**src/rtl/fifo_stream_buf_pkg.sv**
```systemverilog
`default_nettype none
// ============================================================================
// Module      : fifo_stream_buf_pkg
// Description : Shared definitions for the stream FIFO: default widths,
//               output skid-stage state encoding and an occupancy helper.
// Revision    : 1.0 - initial release
// ============================================================================
package fifo_stream_buf_pkg;

    localparam int c_def_data_width = 32;
    localparam int c_def_addr_width = 4;

    // Output skid stage: number of valid words held in out0/out1.
    typedef enum logic [1:0] {
        EMPTY = 2'd0,
        ONE   = 2'd1,
        TWO   = 2'd2
    } skid_state_t;

    function automatic logic [1:0] skid_count(input skid_state_t s);
        case (s)
            ONE:     return 2'd1;
            TWO:     return 2'd2;
            default: return 2'd0;
        endcase
    endfunction

endpackage
`default_nettype wire

```
**src/rtl/fifo_stream_buf_sync_dpram.sv**
```systemverilog
`default_nettype none
// ============================================================================
// Module      : sync_dpram
// Description : DATA_WIDTH x 2**ADDR_WIDTH storage, one synchronous write
//               port and one read port whose data is registered on re.
//               The array has no reset.
// Ports       : clk            - clock
//               we/waddr/wdata - write port
//               re/raddr       - read request, address
//               rdata          - read data, valid the cycle after re
// Revision    : 1.0 - initial release
// ============================================================================
module sync_dpram #(
    parameter int DATA_WIDTH = 32,
    parameter int ADDR_WIDTH = 4
) (
    input  logic                  clk,
    input  logic                  we,
    input  logic [ADDR_WIDTH-1:0] waddr,
    input  logic [DATA_WIDTH-1:0] wdata,
    input  logic                  re,
    input  logic [ADDR_WIDTH-1:0] raddr,
    output logic [DATA_WIDTH-1:0] rdata
);

    localparam int c_depth = 2 ** ADDR_WIDTH;

    logic [DATA_WIDTH-1:0] r_mem [c_depth];
    logic [DATA_WIDTH-1:0] r_rdata;

    always_ff @(posedge clk) begin
        if (we) begin
            r_mem[waddr] <= wdata;
        end
        if (re) begin
            r_rdata <= r_mem[raddr];
        end
    end

    assign rdata = r_rdata;

endmodule
`default_nettype wire

```
**src/rtl/fifo_stream_buf.sv**
```systemverilog
`default_nettype none
// ============================================================================
// Module      : fifo_stream_buf
// Description : Synchronous valid/ready stream FIFO. Words are stored in a
//               registered-read RAM; a 2-entry output skid stage hides the
//               read latency so one word per cycle flows in and out.
// Ports       : clk, rst                   - clock, sync active-high reset
//               wr_valid/wr_ready/wr_data  - input stream
//               rd_valid/rd_ready/rd_data  - output stream (rd_data = out0)
//               count                      - RAM + in-flight + skid words
//               full                       - RAM section holds DEPTH words
//               empty                      - count == 0
// Revision    : 1.0 - initial release
// ============================================================================
module fifo_stream_buf
    import fifo_stream_buf_pkg::*;
#(
    parameter int DATA_WIDTH = c_def_data_width,
    parameter int ADDR_WIDTH = c_def_addr_width
) (
    input  logic                  clk,
    input  logic                  rst,
    input  logic                  wr_valid,
    output logic                  wr_ready,
    input  logic [DATA_WIDTH-1:0] wr_data,
    output logic                  rd_valid,
    input  logic                  rd_ready,
    output logic [DATA_WIDTH-1:0] rd_data,
    output logic [ADDR_WIDTH:0]   count,
    output logic                  full,
    output logic                  empty
);

    localparam int               c_ptr_w = ADDR_WIDTH + 1;
    localparam logic [c_ptr_w-1:0] c_depth = {1'b1, {ADDR_WIDTH{1'b0}}};

    // Registered state
    logic [c_ptr_w-1:0]    r_wptr;
    logic [c_ptr_w-1:0]    r_rptr;
    logic                  r_pending;   // RAM read issued last edge, data on rdata now
    logic                  r_full;
    skid_state_t           r_state;
    logic [DATA_WIDTH-1:0] r_out0;
    logic [DATA_WIDTH-1:0] r_out1;
    logic [c_ptr_w-1:0]    r_count;

    // Combinational
    logic [c_ptr_w-1:0]    w_occ;
    logic                  w_push;
    logic                  w_pop;
    logic                  w_issue;
    logic [2:0]            w_committed;
    logic [DATA_WIDTH-1:0] w_ram_rdata;
    skid_state_t           w_state_next;
    logic [DATA_WIDTH-1:0] w_out0_next;
    logic [DATA_WIDTH-1:0] w_out1_next;
    logic [c_ptr_w-1:0]    w_wptr_next;
    logic [c_ptr_w-1:0]    w_rptr_next;
    logic [c_ptr_w-1:0]    w_occ_next;
    logic [c_ptr_w-1:0]    w_count_next;

    assign w_occ    = r_wptr - r_rptr;
    assign wr_ready = !r_full && !rst;
    assign rd_valid = (r_state != EMPTY);
    assign rd_data  = r_out0;
    assign count    = r_count;
    assign full     = r_full;
    assign empty    = (r_count == '0);

    assign w_push = wr_valid && wr_ready;
    assign w_pop  = rd_valid && rd_ready;

    // Words the skid stage will have to hold after this edge, counting the
    // read in flight. A new read may only issue if that leaves room for it.
    assign w_committed = {1'b0, skid_count(r_state)} + {2'b00, r_pending}
                       - {2'b00, w_pop};
    assign w_issue     = (w_occ != '0) && (w_committed < 3'd2);

    sync_dpram #(
        .DATA_WIDTH (DATA_WIDTH),
        .ADDR_WIDTH (ADDR_WIDTH)
    ) u_ram (
        .clk   (clk),
        .we    (w_push),
        .waddr (r_wptr[ADDR_WIDTH-1:0]),
        .wdata (wr_data),
        .re    (w_issue),
        .raddr (r_rptr[ADDR_WIDTH-1:0]),
        .rdata (w_ram_rdata)
    );

    // Skid stage next state. Landing data (r_pending) goes to out0 when out0
    // is free after this edge's pop, otherwise to out1.
    always_comb begin
        w_state_next = r_state;
        w_out0_next  = r_out0;
        w_out1_next  = r_out1;
        case (r_state)
            EMPTY: begin
                if (r_pending) begin
                    w_state_next = ONE;
                    w_out0_next  = w_ram_rdata;
                end
            end
            ONE: begin
                case ({r_pending, w_pop})
                    2'b10: begin
                        w_state_next = TWO;
                        w_out1_next  = w_ram_rdata;
                    end
                    2'b11: begin
                        w_out0_next  = w_ram_rdata;
                    end
                    2'b01: begin
                        w_state_next = EMPTY;
                    end
                    default: ;
                endcase
            end
            TWO: begin
                if (w_pop) begin
                    w_out0_next = r_out1;
                    if (r_pending) begin
                        w_out1_next  = w_ram_rdata;
                    end else begin
                        w_state_next = ONE;
                    end
                end
            end
            default: begin
                w_state_next = EMPTY;
            end
        endcase
    end

    assign w_wptr_next  = r_wptr + {{ADDR_WIDTH{1'b0}}, w_push};
    assign w_rptr_next  = r_rptr + {{ADDR_WIDTH{1'b0}}, w_issue};
    assign w_occ_next   = w_wptr_next - w_rptr_next;
    assign w_count_next = w_occ_next
                        + {{ADDR_WIDTH{1'b0}}, w_issue}
                        + {{(c_ptr_w-2){1'b0}}, skid_count(w_state_next)};

    always_ff @(posedge clk) begin
        if (rst) begin
            r_wptr    <= '0;
            r_rptr    <= '0;
            r_pending <= 1'b0;
            r_full    <= 1'b0;
            r_state   <= EMPTY;
            r_out0    <= '0;
            r_out1    <= '0;
            r_count   <= '0;
        end else begin
            r_wptr    <= w_wptr_next;
            r_rptr    <= w_rptr_next;
            r_pending <= w_issue;
            r_full    <= (w_occ_next == c_depth);
            r_state   <= w_state_next;
            r_out0    <= w_out0_next;
            r_out1    <= w_out1_next;
            r_count   <= w_count_next;
        end
    end

endmodule
`default_nettype wire

```
**config.mk**
```make
export PLATFORM = sky130hd
export DESIGN_NAME = fifo_stream_buf
export DESIGN_NICKNAME = d
export VERILOG_FILES = /design/src/rtl/fifo_stream_buf_pkg.sv /design/src/rtl/fifo_stream_buf_sync_dpram.sv /design/src/rtl/fifo_stream_buf.sv
export SDC_FILE = /design/constraint.sdc
export NUM_CORES = 1
export LEC_CHECK = 0
export BUFFER_PORTS_ARGS = -buffer_cell sky130_fd_sc_hd__buf_2
export CAP_MARGIN = 25
export CORE_MARGIN = 2
export CORE_UTILIZATION = 55
export DETAILED_ROUTE_END_ITERATION = 8
export PLACE_DENSITY = 0.81
export SYNTH_ARGS = -nofsm -noshare
export SYNTH_HDL_FRONTEND = slang
export SYNTH_SLANG_ARGS = --single-unit
```
**constraint.sdc**
```tcl
create_clock -name clk -period 14.9 [get_ports clk]
set_clock_uncertainty 0.05 [all_clocks]
set_input_delay 2.235 -clock clk [delete_from_list [all_inputs] [get_ports clk]]
set_output_delay 2.235 -clock clk [all_outputs]
set_load 0.05 [all_outputs]
```
# --- Word level (Yosys, flattened, before mapping) ---
# Memories as Yosys holds them, arrays and structs flattened. A register that Yosys moved wholly into a read port is not among the register bits.
# Cells that the tools add are included.
word_totals:
  word_cells: 61
  memories: 1
  input_bits: 36
  output_inout_bits: 41
  mem_bits_rw: 512
  ff_bits: 83
memory_table:
  columns: ["memory", "depth", "width", "rd", "rd_clocked_by_memory_dff", "write_ports", "line_no", "source"]
  rows:
  - ["u_ram.r_mem", 16, 32, 1, 1, 1, "fifo_stream_buf_sync_dpram.sv:28", "logic [DATA_WIDTH-1:0] r_mem [c_depth];"]
op_classes:
  mux: 16
  n_reduce_logical: 14
  eq_ne: 13
  n_lt_le_gt_ge: 1
  n_addsub: 8
op_table:
  columns: ["op", "n"]
  rows:
  - ["$mux 32", 5]
  - ["$pmux 32 s3", 1]
  - ["$pmux 32 s2", 1]
  - ["$add 5x1->5", 3]
  - ["$pmux 2 s2", 3]
  - ["$sub 5x5->5", 2]
  - ["$eq 2x2->1 const B", 4]
  - ["$ne 2x2->1 const B", 4]
  - ["$reduce_and 4->1", 2]
  - ["$eq 2x1->1 const B", 3]
  - ["$mux 2", 3]
  - ["$pmux 2 s3", 1]
  - ["$add 5x2->5", 1]
  - ["$eq 5x5->1 const B", 1]
  - ["$logic_not 5->1", 1]
  - ["$reduce_bool 5->1", 1]
  - ["$logic_and 1x1->1", 4]
  - ["$reduce_bool 2->1", 2]
  - ["$add 2x1->3", 1]
  - ["$lt 3x2->1 const B", 1]
  - ["$reduce_bool 3->1", 1]
  - ["$sub 3x1->3", 1]
  - ["$logic_not 1->1", 2]
  - ["$logic_not 2->1", 1]
  - ["other kinds (2)", 3]

# --- Longest topological paths before layout ---
# Gate-level depths: netlist of the first run.
depth:
  word_depth: 10
  mapped_depth: 18
  ltp_nobuf: 16

# --- By module ---
# Synthesis of the first run repeated with hierarchy kept, for this count alone.
hier_totals:
  cells_unflattened: 1253
  hier_area_um2: 23887.9
by_module_without_submodules:
  columns: ["module", "cells_each", "area_per_inst_um2", "n_inst", "seq_area_each_um2"]
  rows:
  - ["sync_dpram", 838, 20174.3, 1, 16335.7]
  - ["fifo_stream_buf", 415, 3713.6, 1, 1661.6]

# --- Worst setup path after synthesis of the first run ---
# No wires, ideal clock.
synth_timing:
  path_type: "input -> register"
  start: "input port rst"
  end: "memory u_ram.r_mem[0][0], enable pin"
  setup_slack_ns: 8.556
  cell_stages: 5
  n_path_buf: 1
  setup_ns: 0.461
  t_arrival_ns: 5.833
  required_time_ns: 14.389
  path_cell_list: "clkbuf_1 nor2_1 nand2_1 or3_1 nor3_1"
synth_between:
  elab_chain_cells: 5
synth_lines:
  columns: ["item", "line_no", "source"]
  rows:
  - ["start, declared", "fifo_stream_buf.sv:22", "input logic rst,"]
  - ["$logic_not 1->1", "fifo_stream_buf.sv:63", "assign wr_ready = !r_full && !rst;"]
  - ["$logic_and 1x1->1", "fifo_stream_buf.sv:63", null]
  - ["net wr_ready", "fifo_stream_buf.sv:24", "output logic wr_ready,"]
  - ["$logic_and 1x1->1", "fifo_stream_buf.sv:70", "assign w_push = wr_valid && wr_ready;"]
  - ["$mux 1", "fifo_stream_buf_sync_dpram.sv:32", "if (we) begin"]
  - ["$mux 1 (not written as such)", "fifo_stream_buf_sync_dpram.sv:33", "r_mem[waddr] <= wdata;"]
  - ["end, declared", "fifo_stream_buf_sync_dpram.sv:28", null]
# The timed path passes the listed nets, and every way through them passes these cells.

# --- Worst setup path after layout of the first run ---
layout_timing:
  start: "input port rd_ready"
  end: "register r_count[3], in the netlist count[3]"
layout_between:
  elab_chain_cells: 8
  word_cells_on_any_way: 16
  cone_classes: "add/sub (5); order compare (1); eq/ne (4); mux (4); reduce/logical (2)"
layout_lines:
  columns: ["item", "line_no", "source"]
  rows:
  - ["start, declared", "fifo_stream_buf.sv:27", "input logic rd_ready,"]
  - ["$logic_and 1x1->1", "fifo_stream_buf.sv:71", "assign w_pop = rd_valid && rd_ready;"]
  - ["$sub 3x1->3", "fifo_stream_buf.sv:76", "- {2'b00, w_pop};"]
  - ["$lt 3x2->1", "fifo_stream_buf.sv:77", "assign w_issue = (w_occ != '0) && (w_committed < 3'd2);"]
  - ["$logic_and 1x1->1", "fifo_stream_buf.sv:77", null]
  - ["net u_ram.re", "fifo_stream_buf_sync_dpram.sv:21", "input logic re,"]
  - ["$add 5x1->5", "fifo_stream_buf.sv:137", "assign w_rptr_next = r_rptr + {{ADDR_WIDTH{1'b0}}, w_issue};"]
  - ["net w_rptr_next[0]", "fifo_stream_buf.sv:58", "logic [c_ptr_w-1:0] w_rptr_next;"]
  - ["$sub 5x5->5", "fifo_stream_buf.sv:138", "assign w_occ_next = w_wptr_next - w_rptr_next;"]
  - ["$add 5x1->5", "fifo_stream_buf.sv:140", "+ {{ADDR_WIDTH{1'b0}}, w_issue}"]
  - ["$add 5x2->5", "fifo_stream_buf.sv:141", "+ {{(c_ptr_w-2){1'b0}}, skid_count(w_state_next)};"]
  - ["end signal, assigned", "fifo_stream_buf.sv:161", "r_count <= w_count_next;"]
  - ["end, declared", "fifo_stream_buf.sv:45", "logic [c_ptr_w-1:0] r_count;"]
# The timed path passes the listed nets, and every way through them passes these cells.
# A chain may end at the register's enable or synchronous reset.

==> results of run 1 <==
[synth_stat cells (8+ instances only)]
| cell type | number | area (um2) |
|---|---|---|
| clkbuf_1 | 30 | 112.6 |
| a311oi_1 | 32 | 280.3 |
| dfxtp_1 | 83 | 1662 |
| ha_1 | 13 | 162.7 |
| nand2_1 | 73 | 274.0 |
| edfxtp_1 | 544 | 16340 |
| mux2i_1 | 34 | 340.3 |
| inv_1 | 12 | 45.04 |
| mux4_2 | 155 | 3491 |
| buf_4 | 11 | 82.58 |
| buf_2 | 8 | 40.04 |
| nor2_1 | 88 | 330.3 |
| buf_1 | 10 | 37.54 |
[power by group]
group | switching (mW) | internal, mW | total, mW
logic | 0.658 | 0.495 | 1.15
registers | 0.103 | 2.07 | 2.18
clock network | 0.618 | 0.814 | 1.43
[through the flow]
stage | cells | setup slack, ns | util (%) | hold WS (ns)
after global placement | 1806 | 8.539 | 58.37 | 0.4107
after floorplan | 1179 | 8.556 | - | 0.4045
final | 1918 | 9.080 | 62.76 | 0.4291
after CTS | 1916 | 9.085 | 62.70 | 0.4276
after detailed placement | 1807 | 8.474 | 58.43 | 0.4138
after global routing | 1918 | 8.772 | 62.76 | 0.4480
[registers in the layout (all words and copies together), names as in the netlist]
signal,cells
r_rptr,5
u_ram.r_mem,512
r_state,2
r_out1,32
full,1
rd_data,32
count,5
r_wptr,5
u_ram.rdata,32
r_pending,1
[cell type report]
| class | count | area, um2 | area share [%] |
|---|---|---|---|
| Clock inverter | 34 | 262.8 | 0.9720 |
| Clock buffer | 75 | 1579 | 5.841 |
| Multi-Input combinational cell | 475 | 5753 | 21.28 |
| Timing Repair Buffer | 107 | 645.6 | 2.388 |
| Inverter | 14 | 52.55 | 0.1944 |
| Tap cell | 585 | 732.0 | 2.708 |
| Sequential cell | 627 | 18010 | 66.61 |
| Antenna cell | 1 | 2.502 | 0.009257 |
[worst min-delay path, cell delays in order, from the launching register on]
cell      delay, ns
dfxtp_1        0.31
nand2_1        0.05
a311oi_1       0.07
[path summary, 6_finish.rpt]
path / start / to / slack, ns
worst max-delay path: rd_ready / count[3]$_SDFF_PP0_ / 9.08
worst min register to register: r_out1[13]$_SDFFE_PP0P_ / rd_data[13]$_SDFFE_PP0P_ / 0.43
worst max register to register: r_state[1]$_SDFF_PP0_ / count[3]$_SDFF_PP0_ / 9.68
worst min-delay path: r_out1[13]$_SDFFE_PP0P_ / rd_data[13]$_SDFFE_PP0P_ / 0.43
[layer usage]
layer / vias to the layer above / routed length [um]
met5: - / 28
met4: 4 / 1190
met3: 91 / 4042
met2: 536 / 25800
met1: 6094 / 19340
li1: 4983 / -
[cells by family after synthesis]
logic type | after synthesis | share of synthesized area, %
fa+ha+maj | 18 | 1.054
simple gates | 199 | 3.500
flops | 627 | 75.02
compound gates | 49 | 1.700
buf+inv | 77 | 1.544
mux | 194 | 16.52
xor+xnor | 15 | 0.6676
==> metrics.txt, run 1 <==
DRC 0; setup bufs post-CTS 0; Core Region 0.04308 mm2; FP Rows 76; met2 usage 37.99%; critical path depth 17; share of cells above drive strength 1 28.00%; # resized after CTS 0; maximum vdd drop 0.0001263 V; Setup crit end kind flip-flop; grt met1 use 30.66%; RSZ-0062 raised after global routing no; Worst Path Max Fanout 34; nets@finish 1337; GRT busiest layer met2; antenna violations before repair 4; Root Driver clkbuf_16; DR pass1 iterations 5; DIE HEIGHT 212.9 um; starting density of the core 55.69%; hold path depth 2; kind of critical path in -> reg; Via Count 11710; post-synthesis cell count 1179; fin crit share 39.06%; TritonCTS Buffers 59; first-pass GRT wire length 74460 um; Worst Max-Slew Pin Slew 1.060 ns; number of port buffers 76; maxcap violations 0; # setup viols final 0; commonest non-fill, non-tap cells in the layout edfxtp_1, mux4_2, dfxtp_1; H-tree depth 2; largest net degree at the start of global routing 79; # IOs 77; total gr overflow 0; Crit path required time 15.32 ns; Routed Antenna Nets 0; CTS tree built; cells on worst reg2reg path 16; number of synthesized flops with an enable pin 544; total die area 0.04531 mm2; met3 GRT Util 4.324%; count of cell types in the netlist 51; status finished, final reports clean; hpwl dp 26740 um; synthesized area 0.02399 mm2; Cell Pwr Density 176.2 mW/mm2; WL/cell 26.28 um; syn_nets 1232; Avg Cell Area, Syn 20.35 um2; Worst path max stage delay 0.71 ns; ys async rst share 0%; Hold Vio Cnt, Final 0; vias per cell 6.104; Crit-path slowest cell o31a_2; crit start category input port; synthesized flop and latch total 627; Tmin final 5.820 ns; DP Area 0.02517 mm2; family with the most delay on the worst path adder cells; Power Total 4.763 mW; Global Route Usage Sum 22.84%; CTS Buffer Depth 3; Max Freq 0.1718 GHz; Clk pin slew, worst setup/hold paths 0.06 ns; vias in the first global route 11920; Seq/Total Area, Yosys 75.02%; clock sink total 627; commonest non-fill, non-tap cell in the layout edfxtp_1; Slew HR 29.34%; Worst EP arrival 6.24 ns; class of the worst hold path reg -> reg; setup TNS 0 ns; post-route cell area 0.02703 mm2; final WL 50400 um; CP Cell Sequence buf_2, nand2b_1, nor2_1, o21ai_0, fa_1, xnor2_1, and2_1, o31a_2, ha_1, ha_1, fa_1, inv_1, ha_1, a21o_1, nand2_1, xor2_1, nor2_1; top_reg_cell synth edfxtp_1; Placer Congestion 0.7318; Detailed Route Iter0 Violations 1611; most used cell, CP ha_1; synth warn 0; later-pin clock latency in the skew report 0.61 ns; synthesis-to-finish area growth 12.68%; Die Width 212.9 um; cts-stage hold buffer count 0; Fillers 2836; Pins Over Slew Limit 0; leakage 8.736 nW; Buf+Inv Stages, Crit Path 2
Power figures use the tool's default switching activity.
==> run 2, diff against run 1 <==
Settings changed: PLACE_DENSITY 0.81 to 0.84.
Clock period 14.9 ns to 5.2 ns, I/O delays scaled along.
==> run 2 against run 1 <==
  * Sequential power grew to 2.8 times the previous value
  * Die area stayed put
  * Register-to-register slack worse by 8.5 ns
  * Cell count stayed put
  * Core utilization hardly changed
  * Clock power grew to 2.9 times the previous value
  * Via count is 0.18% higher
  * Critical endpoint is now count[2]$_SDFF_PP0_
==> metrics.txt, run 2 (synthesized netlist as in run 1, its figures left out) <==
status finished, final reports clean; # setup viols final 0 (unchanged); leakage 8.723 nW (-0.15%); total die area 0.04531 mm2 (unchanged); # IOs 77 (unchanged); TritonCTS Buffers 58 (-1.7%); commonest non-fill, non-tap cell in the layout edfxtp_1; hpwl dp 27710 um (+3.7%); clock sink total 627 (unchanged); DIE HEIGHT 212.9 um (unchanged); pre-CTS setup slack 0.8875 ns (-7.586 ns); WL/cell 27.41 um (+4.3%); cts-stage hold buffer count 0 (unchanged); post-route cell area 0.02703 mm2 (about the same); Final WS setup 1.162 ns (-7.918 ns); vias in the first global route 12050 (+1.0%); Worst Max-Slew Pin Slew 0.9386 ns (-0.1212 ns); # resized after CTS 0 (unchanged); synthesis-to-finish area growth 12.69% (about the same); Largest Register u_ram.r_mem; Max Freq 0.2476 GHz; Worst EP arrival 4.50 ns (-1.74 ns); Setup crit end kind flip-flop; Fillers 2794 (-1.5%); starting density of the core 55.69% (unchanged); Cell Pwr Density 508.2 mW/mm2 (+190%); Largest register FFs 512 (unchanged); reg2reg end count[2]$_SDFF_PP0_; Slew HR 37.28% (+7.9 points); largest net degree at the start of global routing 131 (+66%); maximum vdd drop 0.0003932 V (+210%); fin crit share 77.66%; total gr overflow 0 (unchanged); Tmin final 4.038 ns; met3 GRT Util 5.677% (+1.4 points); hold path depth 2 (unchanged); Worst Path Max Fanout 34 (unchanged); nets@finish 1335 (-0.15%); later-pin clock latency in the skew report 0.61 ns (about the same); class of the worst hold path reg -> reg; reg2reg setup slack 1.16 ns (-8.52 ns); Global Route Usage Sum 24.21% (+1.4 points); CTS tree built; cells on worst reg2reg path 14 (-2); H-tree depth 2 (unchanged); vias per cell 6.115 (+0.18%); met2 usage 40.60% (+2.6 points); grt met1 use 31.26% (+0.60 points); Hold Vio Cnt, Final 0 (unchanged); FP Rows 76 (unchanged); Via Count 11730 (+0.18%); DR pass1 iterations 5 (unchanged); Clk pin slew, worst setup/hold paths 0.06 ns (about the same); share of cells above drive strength 1 27.57% (-0.43 points); antenna violations before repair 8 (+4); Root Driver clkbuf_16; Setup crit end count[2]$_SDFF_PP0_; Crit path required time 5.66 ns (-9.66 ns); kind of critical path reg -> reg; setup TNS 0 ns (unchanged); Worst R2R Start r_state[1]$_SDFF_PP0_; Detailed Route Iter0 Violations 1607 (-0.25%); Pins Over Slew Limit 0 (unchanged); GRT busiest layer met2; CTS Buffer Depth 3 (unchanged); number of port buffers 76 (unchanged); DP Area 0.02515 mm2 (about the same); RSZ-0062 raised after global routing no; commonest non-fill, non-tap cells in the layout edfxtp_1, mux4_2, dfxtp_1; Worst Setup SP r_state[1]$_SDFF_PP0_; Core Region 0.04308 mm2 (unchanged); crit start category flip-flop; first-pass GRT wire length 77740 um (+4.4%); Routed Antenna Nets 0 (unchanged); DRC 0 (unchanged); Power Total 13.74 mW (+190%); maxcap violations 0 (unchanged); Placer Congestion 0.7844 (+7.2%); final WL 52570 um (+4.3%); setup bufs post-CTS 0 (unchanged); Die Width 212.9 um (unchanged); final hold slack 0.4291 ns (+0.00003400 ns)
-- run 2: cell types whose count changed in the layout (fill, tap and decap cells not counted) --
| cell | delta |
|---|---|
| bufinv_16 | +2 |
| clkinv_1 | +7 |
| clkinvlp_2 | -1 |
| clkbuf_16 | -2 |
| buf_4 | -1 |
| clkinv_2 | -5 |
| diode_2 | +1 |
| clkbuf_1 | -2 |
| clkinvlp_4 | +1 |
-- run 2: final cells by class --
class                   count  area, um2  share of cell area (%)
clock buffers              71       1521                   5.628
flip-flops and latches    627      18010                   66.60
well taps                 585      732.0                   2.707
clock inverters            38      326.6                   1.208
repair buffers            106      638.1                   2.360
diodes                      2      5.005                 0.01851
inverters                  14      52.55                  0.1944
multi-input cells         475       5753                   21.28
-- run 2: worst max-delay path: stages (launching register included) --
cell      delay [ns]
dfxtp_1         0.43
nand2b_1        0.13
buf_4           0.33
clkinv_1        0.17
fa_1            0.40
xnor2_1         0.13
and2_1          0.17
o31a_2          0.12
ha_1            0.21
ha_1            0.33
fa_1            0.58
inv_1           0.08
fa_1            0.46
xor2_1          0.18
and2_1          0.16
-- run 2: routing by layer --
metal	share of wire, %	wire [um]
met2	51	26740
met3	8.4	4442
met1	38	19780
met4	3.0	1567
met5	0.080	42
-- run 2: how the worst min path moves through the flow --
stage / from / endpoint / slack [ns]
2_1_floorplan: r_out1[17]$_SDFFE_PP0P_ / rd_data[17]$_SDFFE_PP0P_ / 0.40
3_3_place_gp: r_out1[12]$_SDFFE_PP0P_ / rd_data[12]$_SDFFE_PP0P_ / 0.42
3_5_place_dp: r_out1[7]$_SDFFE_PP0P_ / rd_data[7]$_SDFFE_PP0P_ / 0.42
4_1_cts: r_out1[31]$_SDFFE_PP0P_ / rd_data[31]$_SDFFE_PP0P_ / 0.43
5_1_grt: r_out1[8]$_SDFFE_PP0P_ / rd_data[8]$_SDFFE_PP0P_ / 0.46
6_report: r_out1[31]$_SDFFE_PP0P_ / rd_data[31]$_SDFFE_PP0P_ / 0.43
-- run 2: where the power goes --
group / switching, mW / internal [mW] / leakage, nW
Combinational: 2.00 / 1.44 / 2.22
Clock: 1.80 / 2.37 / 0.885
Sequential: 0.194 / 5.94 / 5.62
-- run 2: metrics by stage --
stage	utilization, %	std cells
after floorplan	-	1179
after global placement	58.39	1806
after detailed placement	58.39	1806
after CTS	62.68	1915
after global routing	62.75	1917
final	62.76	1918
